`src/rtl/uart_pkg.sv`:
```
// Shared definitions for the UART transmitter slice.
//   - uart_state_e : transmitter FSM states (PARITY state exists only when
//                    UART_TX_PARITY_EN is defined)
//   - PAR_*        : parity mode encodings used by the PARITY parameter
//   - baud_div()   : clocks per serial bit, truncating division
package uart_pkg;

  typedef enum logic [2:0] {
    ST_IDLE   = 3'd0,
    ST_START  = 3'd1,
    ST_DATA   = 3'd2,
`ifdef UART_TX_PARITY_EN
    ST_PARITY = 3'd3,
`endif
    ST_STOP   = 3'd4
  } uart_state_e;

  localparam int PAR_NONE = 0;
  localparam int PAR_ODD  = 1;
  localparam int PAR_EVEN = 2;

  function automatic int baud_div(input int clk_freq, input int baud);
    return clk_freq / baud;
  endfunction

endpackage

```
`src/rtl/sync_fifo.sv`:
```
// Synchronous first-word-fall-through FIFO.
// The head entry is always visible on rd_data; pop consumes it.
// Ports:
//   clk, rst        : clock, synchronous active-high reset (pointers/flags only)
//   push, wr_data   : write request and data (ignored when full)
//   pop, rd_data    : read request (ignored when empty) and head data
//   full, empty     : registered status flags
//   level           : number of stored entries, 0..DEPTH
module sync_fifo #(
  parameter int WIDTH = 8,
  parameter int DEPTH = 16
) (
  input  logic                     clk,
  input  logic                     rst,
  input  logic                     push,
  input  logic [WIDTH-1:0]         wr_data,
  input  logic                     pop,
  output logic [WIDTH-1:0]         rd_data,
  output logic                     full,
  output logic                     empty,
  output logic [$clog2(DEPTH):0]   level
);

  localparam int AW = $clog2(DEPTH);
  localparam logic [AW:0] FULL_LVL = (AW+1)'(DEPTH);

  logic [WIDTH-1:0] mem_q [DEPTH];
  logic [AW-1:0]    wr_ptr_q, wr_ptr_d;
  logic [AW-1:0]    rd_ptr_q, rd_ptr_d;
  logic [AW:0]      level_q, level_d;
  logic             full_q, full_d;
  logic             empty_q, empty_d;
  logic             do_push, do_pop;

  always_comb begin
    // Gating uses the registered flags, so a pop at full never admits a push
    // in the same cycle.
    do_push  = push && !full_q;
    do_pop   = pop && !empty_q;
    wr_ptr_d = wr_ptr_q;
    rd_ptr_d = rd_ptr_q;
    level_d  = level_q;
    if (do_push) wr_ptr_d = wr_ptr_q + 1'b1;
    if (do_pop)  rd_ptr_d = rd_ptr_q + 1'b1;
    case ({do_push, do_pop})
      2'b10:   level_d = level_q + 1'b1;
      2'b01:   level_d = level_q - 1'b1;
      default: level_d = level_q;
    endcase
    full_d  = (level_d == FULL_LVL);
    empty_d = (level_d == '0);
  end

  always_ff @(posedge clk) begin
    if (do_push) mem_q[wr_ptr_q] <= wr_data;
    if (rst) begin
      wr_ptr_q <= '0;
      rd_ptr_q <= '0;
      level_q  <= '0;
      full_q   <= 1'b0;
      empty_q  <= 1'b1;
    end else begin
      wr_ptr_q <= wr_ptr_d;
      rd_ptr_q <= rd_ptr_d;
      level_q  <= level_d;
      full_q   <= full_d;
      empty_q  <= empty_d;
    end
  end

  assign rd_data = mem_q[rd_ptr_q];
  assign full    = full_q;
  assign empty   = empty_q;
  assign level   = level_q;

endmodule

```
`src/rtl/uart_tx_fifo.sv`:
```
// UART transmitter with an input byte FIFO.
// Bytes are accepted on tx_valid & tx_ready, queued in sync_fifo and sent
// as start bit, DATA_BITS data bits LSB first, optional parity, and
// STOP_BITS stop bits, each held for CLK_FREQ/BAUD clocks.
// Build option: define UART_TX_PARITY_EN to include the parity generator and
// PARITY state; without it PARITY is ignored and no parity bit is sent.
// Ports:
//   clk, rst   : clock, synchronous active-high reset
//   tx_data    : byte to send (bits above DATA_BITS-1 ignored)
//   tx_valid   : producer offers tx_data
//   tx_ready   : FIFO not full (registered flag)
//   uart_txd   : serial output, idle high
//   tx_busy    : high while a frame is on the line
//   fifo_level : number of queued bytes
module uart_tx_fifo
  import uart_pkg::*;
#(
  parameter int CLK_FREQ   = 50_000_000,
  parameter int BAUD       = 115200,
  parameter int DATA_BITS  = 8,
  parameter int PARITY     = 0,
  parameter int STOP_BITS  = 1,
  parameter int FIFO_DEPTH = 16
) (
  input  logic                          clk,
  input  logic                          rst,
  input  logic [7:0]                    tx_data,
  input  logic                          tx_valid,
  output logic                          tx_ready,
  output logic                          uart_txd,
  output logic                          tx_busy,
  output logic [$clog2(FIFO_DEPTH):0]   fifo_level
);

  localparam int BAUD_DIV = baud_div(CLK_FREQ, BAUD);
  localparam int CNT_W    = (BAUD_DIV > 1) ? $clog2(BAUD_DIV) : 1;
  localparam logic [CNT_W-1:0] BIT_LAST  = CNT_W'(BAUD_DIV - 1);
  localparam logic [2:0]       DATA_LAST = 3'(DATA_BITS - 1);
  localparam logic [2:0]       STOP_LAST = 3'(STOP_BITS - 1);
`ifdef UART_TX_PARITY_EN
  localparam int PAR_MODE = PARITY;
`else
  // Parity hardware is not built, so the requested mode is forced to none.
  localparam int PAR_MODE = PAR_NONE + 0 * PARITY;
`endif

  logic                 fifo_full, fifo_empty, fifo_pop;
  logic [DATA_BITS-1:0] fifo_rd;

  sync_fifo #(
    .WIDTH (DATA_BITS),
    .DEPTH (FIFO_DEPTH)
  ) u_fifo (
    .clk     (clk),
    .rst     (rst),
    .push    (tx_valid),
    .wr_data (tx_data[DATA_BITS-1:0]),
    .pop     (fifo_pop),
    .rd_data (fifo_rd),
    .full    (fifo_full),
    .empty   (fifo_empty),
    .level   (fifo_level)
  );

  assign tx_ready = !fifo_full;

  uart_state_e          state_q, state_d;
  logic [CNT_W-1:0]     baud_cnt_q, baud_cnt_d;
  logic [2:0]           bit_cnt_q, bit_cnt_d;
  logic [DATA_BITS-1:0] shift_q, shift_d;
  logic                 txd_q, txd_d;
  logic                 busy_q, busy_d;
  logic                 bit_done, start_frame;
`ifdef UART_TX_PARITY_EN
  logic                 par_q, par_d;

  function automatic logic parity_bit(input logic [DATA_BITS-1:0] d);
    // Odd: data plus parity has odd weight; even: even weight.
    return (PAR_MODE == PAR_ODD) ? ~(^d) : (^d);
  endfunction
`endif

  always_comb begin
    state_d     = state_q;
    baud_cnt_d  = baud_cnt_q;
    bit_cnt_d   = bit_cnt_q;
    shift_d     = shift_q;
    start_frame = 1'b0;
    bit_done    = (baud_cnt_q == BIT_LAST);
    if (state_q != ST_IDLE) baud_cnt_d = bit_done ? '0 : baud_cnt_q + 1'b1;

    case (state_q)
      ST_IDLE: begin
        if (!fifo_empty) start_frame = 1'b1;
      end
      ST_START: begin
        if (bit_done) state_d = ST_DATA;
      end
      ST_DATA: begin
        if (bit_done) begin
          shift_d = shift_q >> 1;
          if (bit_cnt_q == DATA_LAST) begin
            bit_cnt_d = '0;
`ifdef UART_TX_PARITY_EN
            state_d = (PAR_MODE != PAR_NONE) ? ST_PARITY : ST_STOP;
`else
            state_d = ST_STOP;
`endif
          end else begin
            bit_cnt_d = bit_cnt_q + 1'b1;
          end
        end
      end
`ifdef UART_TX_PARITY_EN
      ST_PARITY: begin
        if (bit_done) state_d = ST_STOP;
      end
`endif
      ST_STOP: begin
        if (bit_done) begin
          if (bit_cnt_q == STOP_LAST) begin
            bit_cnt_d = '0;
            // Chain straight into the next frame when data is waiting.
            if (!fifo_empty) start_frame = 1'b1;
            else             state_d = ST_IDLE;
          end else begin
            bit_cnt_d = bit_cnt_q + 1'b1;
          end
        end
      end
      default: state_d = ST_IDLE;
    endcase

    if (start_frame) begin
      state_d    = ST_START;
      shift_d    = fifo_rd;
      baud_cnt_d = '0;
      bit_cnt_d  = '0;
    end
    fifo_pop = start_frame;
  end

`ifdef UART_TX_PARITY_EN
  always_comb begin
    par_d = par_q;
    if (start_frame) par_d = parity_bit(fifo_rd);
  end
`endif

  // Line and busy outputs are registered from the current state, so they
  // trail the state register by one clock; every bit still lasts BAUD_DIV.
  always_comb begin
    busy_d = (state_q != ST_IDLE);
    case (state_q)
      ST_START:  txd_d = 1'b0;
      ST_DATA:   txd_d = shift_q[0];
`ifdef UART_TX_PARITY_EN
      ST_PARITY: txd_d = par_q;
`endif
      default:   txd_d = 1'b1;
    endcase
  end

  always_ff @(posedge clk) begin
    shift_q <= shift_d;
`ifdef UART_TX_PARITY_EN
    par_q   <= par_d;
`endif
    if (rst) begin
      state_q    <= ST_IDLE;
      baud_cnt_q <= '0;
      bit_cnt_q  <= '0;
      txd_q      <= 1'b1;
      busy_q     <= 1'b0;
    end else begin
      state_q    <= state_d;
      baud_cnt_q <= baud_cnt_d;
      bit_cnt_q  <= bit_cnt_d;
      txd_q      <= txd_d;
      busy_q     <= busy_d;
    end
  end

  assign uart_txd = txd_q;
  assign tx_busy  = busy_q;

endmodule

```
`config.mk`:
```
export PLATFORM = sky130hd
export DESIGN_NAME = uart_tx_fifo
export DESIGN_NICKNAME = d
export VERILOG_FILES = /design/src/rtl/uart_pkg.sv /design/src/rtl/sync_fifo.sv /design/src/rtl/uart_tx_fifo.sv
export SDC_FILE = /design/constraint.sdc
export NUM_CORES = 1
export LEC_CHECK = 0
export BUFFER_PORTS_ARGS = -buffer_cell sky130_fd_sc_hd__buf_2
export CORE_MARGIN = 8
export CORE_UTILIZATION = 53
export CTS_CLUSTER_DIAMETER = 30
export DETAILED_ROUTE_END_ITERATION = 8
export GPL_TIMING_DRIVEN = 0
export PLACE_DENSITY = 0.71
export SLEW_MARGIN = 20
export SYNTH_ARGS = -nofsm -noshare
export SYNTH_HDL_FRONTEND = slang
export SYNTH_SLANG_ARGS = --single-unit
export TNS_END_PERCENT = 5
```
`constraint.sdc`:
```
create_clock -name clk -period 3.45 [get_ports clk]
set_input_delay 0.345 -clock clk [delete_from_list [all_inputs] [get_ports clk]]
set_output_delay 0.345 -clock clk [all_outputs]
set_load 0.05 [all_outputs]
```
# Word level (Yosys, flattened, before mapping)

Memory sizes are Yosys's and may differ from the RTL's. A register that Yosys moved wholly into a read port is not among the register bits.
Index checks and enable logic that the tools add are counted.

Bits in registers: 40
Word-level logic and storage cells: 84
Input bits: 11
RAM bits: 128
Output and inout bits: 8
Memories kept: 1

Mux-type cells: 27
Bitwise logic cells: 1
Reductions and logical operators: 16
Equal/unequal tests: 21
Add/subtract/negate cells: 6

Memory list:

| memory       | depth | bits a word | rd ports | clocked after Yosys merged registers in | wr ports | RTL line        | RTL |
|---|---|---|---|---|---|---|---|
| u_fifo.mem_q | 16    | 8           | 1        | 1                                       | 1        | sync_fifo.sv:27 | `logic [WIDTH-1:0] mem_q [DEPTH];` |

Operator list:

| operator                                         | number |
|---|---|
| two-way mux 3 bit                                | 10 |
| two-way mux 8 bit                                | 3 |
| != test 3 x 2 -> 1 bit, second input constant    | 5 |
| AND reduction 7 bit                              | 2 |
| case mux 3 bit (4 select lines)                  | 1 |
| != test 2 bit, second input constant             | 5 |
| case mux 5 bit (2 select lines)                  | 1 |
| adder 9 x 1 -> 9 bit, second input constant      | 1 |
| equality test 9 bit, second input constant       | 1 |
| two-way mux 9 bit                                | 1 |
| adder 4 x 1 -> 4 bit, second input constant      | 2 |
| two-way mux 4 bit                                | 2 |
| equality test 3 bit, second input constant       | 2 |
| zero test 3 bit                                  | 2 |
| two-way mux 1 bit                                | 6 |
| case mux 3 bit (2 select lines)                  | 1 |
| nonzero test 2 bit                               | 3 |
| adder 5 x 1 -> 5 bit, second input constant      | 1 |
| equality test 5 bit, second input constant       | 1 |
| zero test 5 bit                                  | 1 |
| subtractor 5 x 1 -> 5 bit, second input constant | 1 |
| != test 2 x 1 -> 1 bit, second input constant    | 2 |
| case mux 1 bit (2 select lines)                  | 2 |
| adder 3 x 1 -> 3 bit, second input constant      | 1 |
| other kinds (12)                                 | 14 |

# Depth between registers and ports, before layout

Gate-level depths: netlist of run 1.

Depth after elaboration: 8
Mapped depth: 15
Mapped depth without buffers: 14

# Cells and area by module

Synthesis of run 1 repeated with hierarchy kept, for this count alone.

Cell total of the unflattened synthesis: 424
Area total of the unflattened synthesis: 7245.7 sq um

By module, submodules not included:

| module       | cells an instance | area each (sq um) | times used |
|---|---|---|---|
| sync_fifo    | 303               | 5953.2            | 1 |
| uart_tx_fifo | 121               | 1292.5            | 1 |

# Worst setup path after synthesis of run 1

Ideal clock, no wire load.

Kind: reg-to-reg
From: register baud_cnt_q[2]
To: register u_fifo.empty_q, in the netlist u_fifo.empty
Setup time: 0.116 ns
Cell stages (with the launch flop): 14
Slack: 0.270 ns
Path buffers: 1
Arrival: 3.064 ns
Required time: 3.334 ns
Cell sequence: dfxtp_1 -> or4b_4 -> nor4_4 -> o21bai_2 -> buf_4 -> inv_1 -> ha_1 -> xor2_1 -> ha_1 -> mux2_2 -> o21ai_0 -> nand3_1 -> xor2_1 -> a31o_2

Longest elaborated chain between the ends: 7

RTL lines:

| item                                                                       | RTL line            | RTL |
|---|---|---|
| start, declared                                                            | uart_tx_fifo.sv:68  | `logic [CNT_W-1:0] baud_cnt_q, baud_cnt_d;` |
| start signal, assigned                                                     | uart_tx_fifo.sv:177 | `baud_cnt_q <= baud_cnt_d;` |
| equality test 9 bit *                                                      | uart_tx_fifo.sv:89  | `bit_done = (baud_cnt_q == BIT_LAST);` |
| two-way mux 1 bit *                                                        | uart_tx_fifo.sv:120 | `if (bit_done) begin` |
| case mux 1 bit (2 select lines) *                                          | uart_tx_fifo.sv:92  | `case (state_q)` |
| logical AND 1 bit *                                                        | sync_fifo.sv:39     | `do_pop = pop && !empty_q;` |
| equality test 2 x 1 -> 1 bit / equality test 2 bit (equally long branches) | sync_fifo.sv:45     | `case ({do_push, do_pop})` |
| case mux 5 bit (2 select lines) *                                          | sync_fifo.sv:45     |  |
| zero test 5 bit *                                                          | sync_fifo.sv:51     | `empty_d = (level_d == '0);` |
| end signal, assigned                                                       | sync_fifo.sv:67     | `empty_q <= empty_d;` |
| end, declared                                                              | sync_fifo.sv:32     | `logic empty_q, empty_d;` |

Mark *: on every way between the ends. The rest lies on a longest branch, timed or not.
A chain may end at the register's enable or synchronous reset.

# Worst setup path in the final report of run 1

From: register baud_cnt_q[2]
To: register u_fifo.full_q, in the netlist u_fifo.full

Longest elaborated chain between the ends: 7

RTL lines:

| item                                                                       | RTL line            | RTL |
|---|---|---|
| equality test 9 bit *                                                      | uart_tx_fifo.sv:89  |  |
| two-way mux 1 bit *                                                        | uart_tx_fifo.sv:120 |  |
| case mux 1 bit (2 select lines) *                                          | uart_tx_fifo.sv:92  |  |
| logical AND 1 bit *                                                        | sync_fifo.sv:39     |  |
| equality test 2 x 1 -> 1 bit / equality test 2 bit (equally long branches) | sync_fifo.sv:45     |  |
| case mux 5 bit (2 select lines) *                                          | sync_fifo.sv:45     |  |
| equality test 5 bit *                                                      | sync_fifo.sv:50     | `full_d = (level_d == FULL_LVL);` |
| end signal, assigned                                                       | sync_fifo.sv:66     | `full_q <= full_d;` |
| end, declared                                                              | sync_fifo.sv:31     | `logic full_q, full_d;` |

Marked as above.

==> impl_metrics.csv, run 1 <==
group,metric,value,unit
worst_setup_path,crit_chain,"or4b_4, nor4_4, o21bai_4, inv_1, ha_4, xor2_1, ha_2, mux2_2, o21ai_0, nand3_1, xor2_1, nor4b_2",
logic_synthesis,synth_area,0.00709,mm²
power,p_comb_share,22.9,%
die,io-pin-count,19,
clocking,clockRootBuffer,"clkbuf_16",
die,core_area,0.0131,mm²
clocking,path_clk_slew,0.07,ns
timing,setup_viol,0,
grt,antenna_found_initial,0,
worst_setup_path,cpMostUsedCell,"xor2_1",
power,p_switching,0.00160,W
final_layout,nets,485,
placed_design,dp.cells,617,
logic_synthesis,synth_cells,423,
placed_design,gp_congestion,0.789,
clocking,cts_num_sinks,172,
min_path,hold_path_class,"input pin to flop",
timing,worst_slack,0.239,ns
run_status,outcome,"completed",
timing,slew_headroom,44.6,%
logic_synthesis,ys_ff_latch,172,
power,intPower,0.00405,W
power,clkPwrFrac,32.9,%
grt,grt_util_all_layers,15.8,%
placed_design,hpwl,8730,µm
clocking,cts_inserted_buffers,17,
final_layout,fillers,985,
detailed_routing,drtIter0Drc,255,
logic_synthesis,yosys_warnings,0,
placed_design,dpl-instance-area,0.00740,mm²
final_layout,postLayoutCoreUtil,61.1,%
logic_synthesis,seq_area_frac_synth,67.8,%
power,seqPwrFrac,44.2,%
grt,grt_max_degree,19,
worst_setup_path,slowest_delay,0.56,ns
logic_synthesis,synth_edf_count,136,
logic_synthesis,synthesis.nets,447,
clocking,h-tree-depth,4,
final_layout,design_area,0.00802,mm²
worst_setup_path,required,3.77,ns
logic_synthesis,ys.flop_type,"edfxtp_1",
logic_synthesis,avgSynthCellArea,16.8,µm²
detailed_routing,routed_wl,13100,µm
worst_setup_path,critPathKind,"flop to flop",
power,swShare,28.4,%
clocking,clock_path_buffers,2,
clocking,hold_buffers,0,
timing,max_freq,311,MHz
timing,hold_violations,0,
job,cap_violations,0,
grt,overflow,0,
detailed_routing,dr.pass1.iters,4,
placed_design,port_buffers,18,
final_layout,layout-drive-gt1-share,23.6,%
power,peakVddDrop,0.467,mV
die,start_util,54.0,%
final_layout,multi_input_comb_area,0.00218,mm²
timing,rsz0062_at_grt,"no",
timing,setup_tns,0,ns
detailed_routing,drc,0,
timing,tightest_slew,0.831,ns
detailed_routing,wl_per_cell,20.1,µm
worst_setup_path,crit_path_end_kind,"flop",
worst_setup_path,worst_setup_path_start_kind,"flop",
power,powerDensity,704,mW/mm²
worst_setup_path,arrival,3.53,ns
final_layout,syn_to_final_growth,13.1,%
grt,grt_pass1_wl,20800,µm
logic_synthesis,synthArstFlopShare,0,%
detailed_routing,via_per_inst,5.61,
detailed_routing,ant_nets,0,
placed_design,pre_cts_slack,-0.223,ns
die,die_h,132,µm
final_layout,ff_latch_area,0.00480,mm²
logic_synthesis,yosysUniqueCellTypes,47,
grt,grt_pass1_vias,3731,
die,rows,42,
final_layout,final_cells,650,
die,dieArea,0.0173,mm²
clocking,clk_latency,0.43,ns
worst_setup_path,cp_slowest_cell,"or4b_4",
final_layout,antenna_cells,0,
clocking,cts_tree,"yes",
timing,fin_crit,3.21,ns
power,power_leakage,2.67,nW
timing,period_share,93.1,%
timing,slew_violations,0,
detailed_routing,vias,3646,
die,die_w,132,µm
timing,fin_worst_skew,0.00925,ns
worst_setup_path,crit_fanout,7,
==> cell usage in the layout, fill, tap and decap left out, types with 10 or more instances in the layout <==
| cell | synthesis | final |
|---|---|---|
| nor2_1 | 31 | 31 |
| inv_1 | 13 | 13 |
| edfxtp_1 | 136 | 136 |
| dfxtp_1 | 36 | 36 |
| and2_1 | 16 | 16 |
| mux4_2 | 39 | 39 |
| buf_2 | 1 | 19 |
| ha_1 | 13 | 11 |
| nand2_1 | 10 | 10 |
| clkbuf_16 | 0 | 17 |
| a21oi_1 | 10 | 10 |
==> path summary, 6_finish.rpt <==
path	from	to	slack, ns	cells after the start
max	baud_cnt_q[2]	u_fifo.full	0.24	12
max reg2reg	baud_cnt_q[2]	u_fifo.full	0.24	12
min reg2reg	bit_cnt_q[1]	bit_cnt_q[1]	0.48	2
min	tx_data[5]	u_fifo.mem_q[13][5]	0.29	1
==> Yosys cell counts (all sizes together) (2+ instances only) <==
master    n  area, µm²
a211oi    4       30.0
mux4     39        878
edfxtp  136       4080
dfxtp    36        721
nor4      2       27.5
xor2      9       78.8
buf       8       57.6
xnor2     7       61.3
mux2i     6       60.1
a211o     2       17.5
and2     16        100
inv      13       48.8
nand3     6       30.0
ha       13        163
a21oi    10       50.1
and3      3       18.8
o21ai     6       30.0
nor2     31        116
and4      3       26.3
nor4b     2       17.5
nand2    10       37.5
nand4     4       25.0
clkbuf    9       33.8
mux2      9        101
nand2b    7       43.8
or3       4       25.0
nor2b     8       50.1
nor3      6       30.0
==> state kept, by name, summed over array words and instances, names as in the netlist, 3 cells and up, named ones only <==
name             flops
state_q              3
shift_q              8
u_fifo.wr_ptr_q      4
u_fifo.mem_q       128
u_fifo.rd_ptr_q      4
bit_cnt_q            3
baud_cnt_q           9
u_fifo.level         5
==> cells by family after synthesis <==
group	Yosys count	share of synthesized area [%]
mux	54	14.7
flops	172	67.8
compound gates	29	2.67
xor+xnor	16	1.98
fa+ha+maj	13	2.29
simple gates	109	8.65
buf+inv	30	1.98
==> routing by layer <==
metal | wire (µm) | track usage (%)
met5 | 0 | 0
met2 | 6610 | 26.0
met4 | 141 | 5.49
met3 | 643 | 4.38
met1 | 5700 | 19.9
==> worst max-delay path: cells and delay by family, from the launching register on <==
kind	cells	cell delay [ns]
buffers and inverters	1	0.13
DFF	1	0.35
and+or+nand+nor	4	1.26
xor gates and xnor gates	2	0.35
AOI/OAI and AO/OA	2	0.27
muxes	1	0.33
adders and majority gates	2	0.40
==> per-stage QoR <==
step	total power (W)	hold slack (ns)
floorplan	0.00351	0.444
global placement	0.00378	0.464
detailed placement	0.00381	0.470
CTS	0.00567	0.280
global route	0.00589	0.293
finish	0.00565	0.294
==> timing repair <==
action | in CTS | in global routing
gates resized for setup | 5 | 0
setup endpoints to repair | 3 | 3
gates cloned | 0 | 0
buffers inserted | 0 | 3
pin swaps | 1 | 1
==> cell type report <==
type	count	area share, %
inverter	13	0.608
buffer	15	0.998
clock buffer	17	5.30
clock inverter	15	1.89
timing repair buffer	21	1.40
multi-input combinational	221	27.2
tap	176	2.75
sequential	172	59.9
==> power groups by stage <==
stage          registers (W)  logic [W]  clock network (W)
5_1_grt              0.00252    0.00141            0.00197
3_5_place_dp         0.00254    0.00127                  0
3_3_place_gp         0.00254    0.00124                  0
2_1_floorplan        0.00261   0.000904                  0
6_report             0.00250    0.00129            0.00186
4_1_cts              0.00250    0.00128            0.00189
Power figures use the tool's default switching activity.
==> run 2: changes to the inputs <==
--- a/config.mk
+++ b/config.mk
@@ -7,11 +7,12 @@
 export LEC_CHECK = 0
 export BUFFER_PORTS_ARGS = -buffer_cell sky130_fd_sc_hd__buf_2
 export CORE_MARGIN = 8
-export CORE_UTILIZATION = 53
+export CORE_UTILIZATION = 45
+export CTS_BUF_LIST = sky130_fd_sc_hd__clkbuf_8
 export CTS_CLUSTER_DIAMETER = 30
 export DETAILED_ROUTE_END_ITERATION = 8
 export GPL_TIMING_DRIVEN = 0
-export PLACE_DENSITY = 0.71
+export PLACE_DENSITY = 0.63
 export SLEW_MARGIN = 20
 export SYNTH_ARGS = -nofsm -noshare
 export SYNTH_HDL_FRONTEND = slang
==> run 2 against run 1 <==
  * Power is 9.9% lower
  * Worst hold slack worse by 0.040 ns
  * Combinational power hardly changed
  * Die area is 16% higher
  * Routed wire length is 4.3% lower
  * Global-route usage is 2.3 points lower
  * Core utilization is 11 points lower
  * First-iteration DRC count is 13% lower
==> impl_metrics.csv, run 2 (synthesis results as in run 1) <==
group,metric,value,unit
final_layout,nets,486,
clocking,h-tree-depth,4,
die,start_util,45.3,%
clocking,clock_path_buffers,2,
grt,grt_pass1_wl,20100,µm
grt,grt_util_all_layers,13.5,%
placed_design,dpl-instance-area,0.00745,mm²
grt,grt_pass1_vias,3636,
final_layout,design_area,0.00786,mm²
clocking,clk_latency,0.47,ns
final_layout,fillers,1328,
clocking,cts_inserted_buffers,17,
timing,fin_crit,3.24,ns
timing,setup_viol,0,
worst_setup_path,cpMostUsedCell,"xor2_1",
job,cap_violations,0,
timing,hold_violations,0,
worst_setup_path,critPathKind,"flop to flop",
detailed_routing,dr.pass1.iters,4,
worst_setup_path,slowest_delay,0.57,ns
final_layout,layout_commonest_cell,"edfxtp_1",
min_path,hold_path_class,"input pin to flop",
grt,grt_max_degree,19,
timing,slew_headroom,44.5,%
die,dieArea,0.0200,mm²
final_layout,mostFrequentLayoutCells,"136 x edfxtp_1, 39 x mux4_2, 36 x dfxtp_1",
worst_setup_path,path_delay_family,"simple AND/OR/NAND/NOR gates",
detailed_routing,routed_wl,12500,µm
run_status,outcome,"completed",
detailed_routing,via_per_inst,5.22,
clocking,clockRootBuffer,"clkbuf_8",
power,powerDensity,648,mW/mm²
detailed_routing,ant_nets,0,
clocking,path_clk_slew,0.09,ns
timing,rsz0062_at_grt,"no",
timing,max_freq,309,MHz
detailed_routing,drc,0,
timing,setup_tns,0,ns
timing,tightest_slew,0.833,ns
timing,hold_ws,0.254,ns
final_layout,final_cells,691,
grt,overflow,0,
timing,period_share,93.8,%
worst_setup_path,crit_path_end_kind,"flop",
worst_setup_path,crit_fanout,9,
timing,slew_violations,0,
final_layout,layout-drive-gt1-share,24.2,%
final_layout,largest_reg_flops,128,
power,power_leakage,2.57,nW
die,die_w,142,µm
final_layout,syn_to_final_growth,10.8,%
detailed_routing,drtIter0Drc,221,
timing,fin_worst_skew,0.00989,ns
placed_design,gp_congestion,0.772,
die,die_h,142,µm
detailed_routing,vias,3607,
final_layout,antenna_cells,0,
die,core_area,0.0157,mm²
worst_setup_path,cp_slowest_cell,"or4b_4",
final_layout,top_register,"u_fifo.mem_q",
clocking,cts_tree,"yes",
worst_setup_path,required,3.82,ns
grt,antenna_found_initial,0,
detailed_routing,wl_per_cell,18.1,µm
placed_design,pre_cts_slack,-0.175,ns
die,rows,46,
die,io-pin-count,19,
clocking,cts_num_sinks,172,
placed_design,dp.cells,657,
final_layout,top_regs,"u_fifo.mem_q: 128 flops, baud_cnt_q: 9 flops, shift_q: 8 flops",
worst_setup_path,arrival,3.60,ns
clocking,hold_buffers,0,
worst_setup_path,worst_setup_path_start_kind,"flop",
worst_setup_path,cp.buffers_inverters,1,
placed_design,port_buffers,18,
placed_design,hpwl,8700,µm
timing,worst_slack,0.212,ns
worst_setup_path,crit_chain,"or4b_4, nor4_4, o21bai_4, inv_1, ha_2, xor2_1, ha_1, mux2_2, o21ai_0, nand3_1, xor2_1, nor4b_1",
power,peakVddDrop,0.322,mV
-- run 2: per-layer routing --
metal | global-route usage [%] | up-vias | routed length (µm)
met5 | 0 | - | 0
met4 | 4.75 | 0 | 189
met3 | 3.90 | 16 | 503
met2 | 21.8 | 63 | 6070
met1 | 17.2 | 1817 | 5780
li1 | - | 1711 | -
-- run 2: timing repair --
item                       in CTS  in global routing
pin swaps                       1                  1
gates resized for setup         2                  2
setup buffers                   0                  4
setup endpoints to repair       3                  3
-- run 2: final timing paths --
path / from / endpoint / slack, ns / cells after the start
worst max-delay path: baud_cnt_q[2] / u_fifo.full / 0.21 / 12
worst min register to register: bit_cnt_q[1] / bit_cnt_q[1] / 0.48 / 2
worst min-delay path: tx_data[6] / u_fifo.mem_q[5][6] / 0.25 / 1
worst max register to register: baud_cnt_q[2] / u_fifo.full / 0.21 / 12
-- run 2: area by class of cell --
| type | count | area, µm² | area share, % |
|---|---|---|---|
| Clock inverter | 15 | 131 | 1.67 |
| Sequential cell | 172 | 4800 | 61.1 |
| Inverter | 13 | 48.8 | 0.621 |
| Tap cell | 216 | 270 | 3.44 |
| Buffer | 15 | 80.1 | 1.02 |
| Multi-Input combinational cell | 221 | 2170 | 27.6 |
| Timing Repair Buffer | 22 | 120 | 1.53 |
| Clock buffer | 17 | 234 | 2.98 |
-- run 2: through the flow --
step | util (%) | total power [W]
floorplan | - | 0.00351
global placement | 47.6 | 0.00379
detailed placement | 47.6 | 0.00382
CTS | 50.0 | 0.00509
global route | 50.2 | 0.00533
finish | 50.2 | 0.00509
-- run 2: where the power goes --
| group | internal (W) | switching, W | total, W | leakage [nW] |
|---|---|---|---|---|
| clock network | 0.000522 | 0.000777 | 0.00130 | 0.182 |
| logic | 0.000623 | 0.000675 | 0.00130 | 0.866 |
| registers | 0.00241 | 0.0000872 | 0.00250 | 1.53 |
| total | 0.00355 | 0.00154 | 0.00509 | 2.57 |
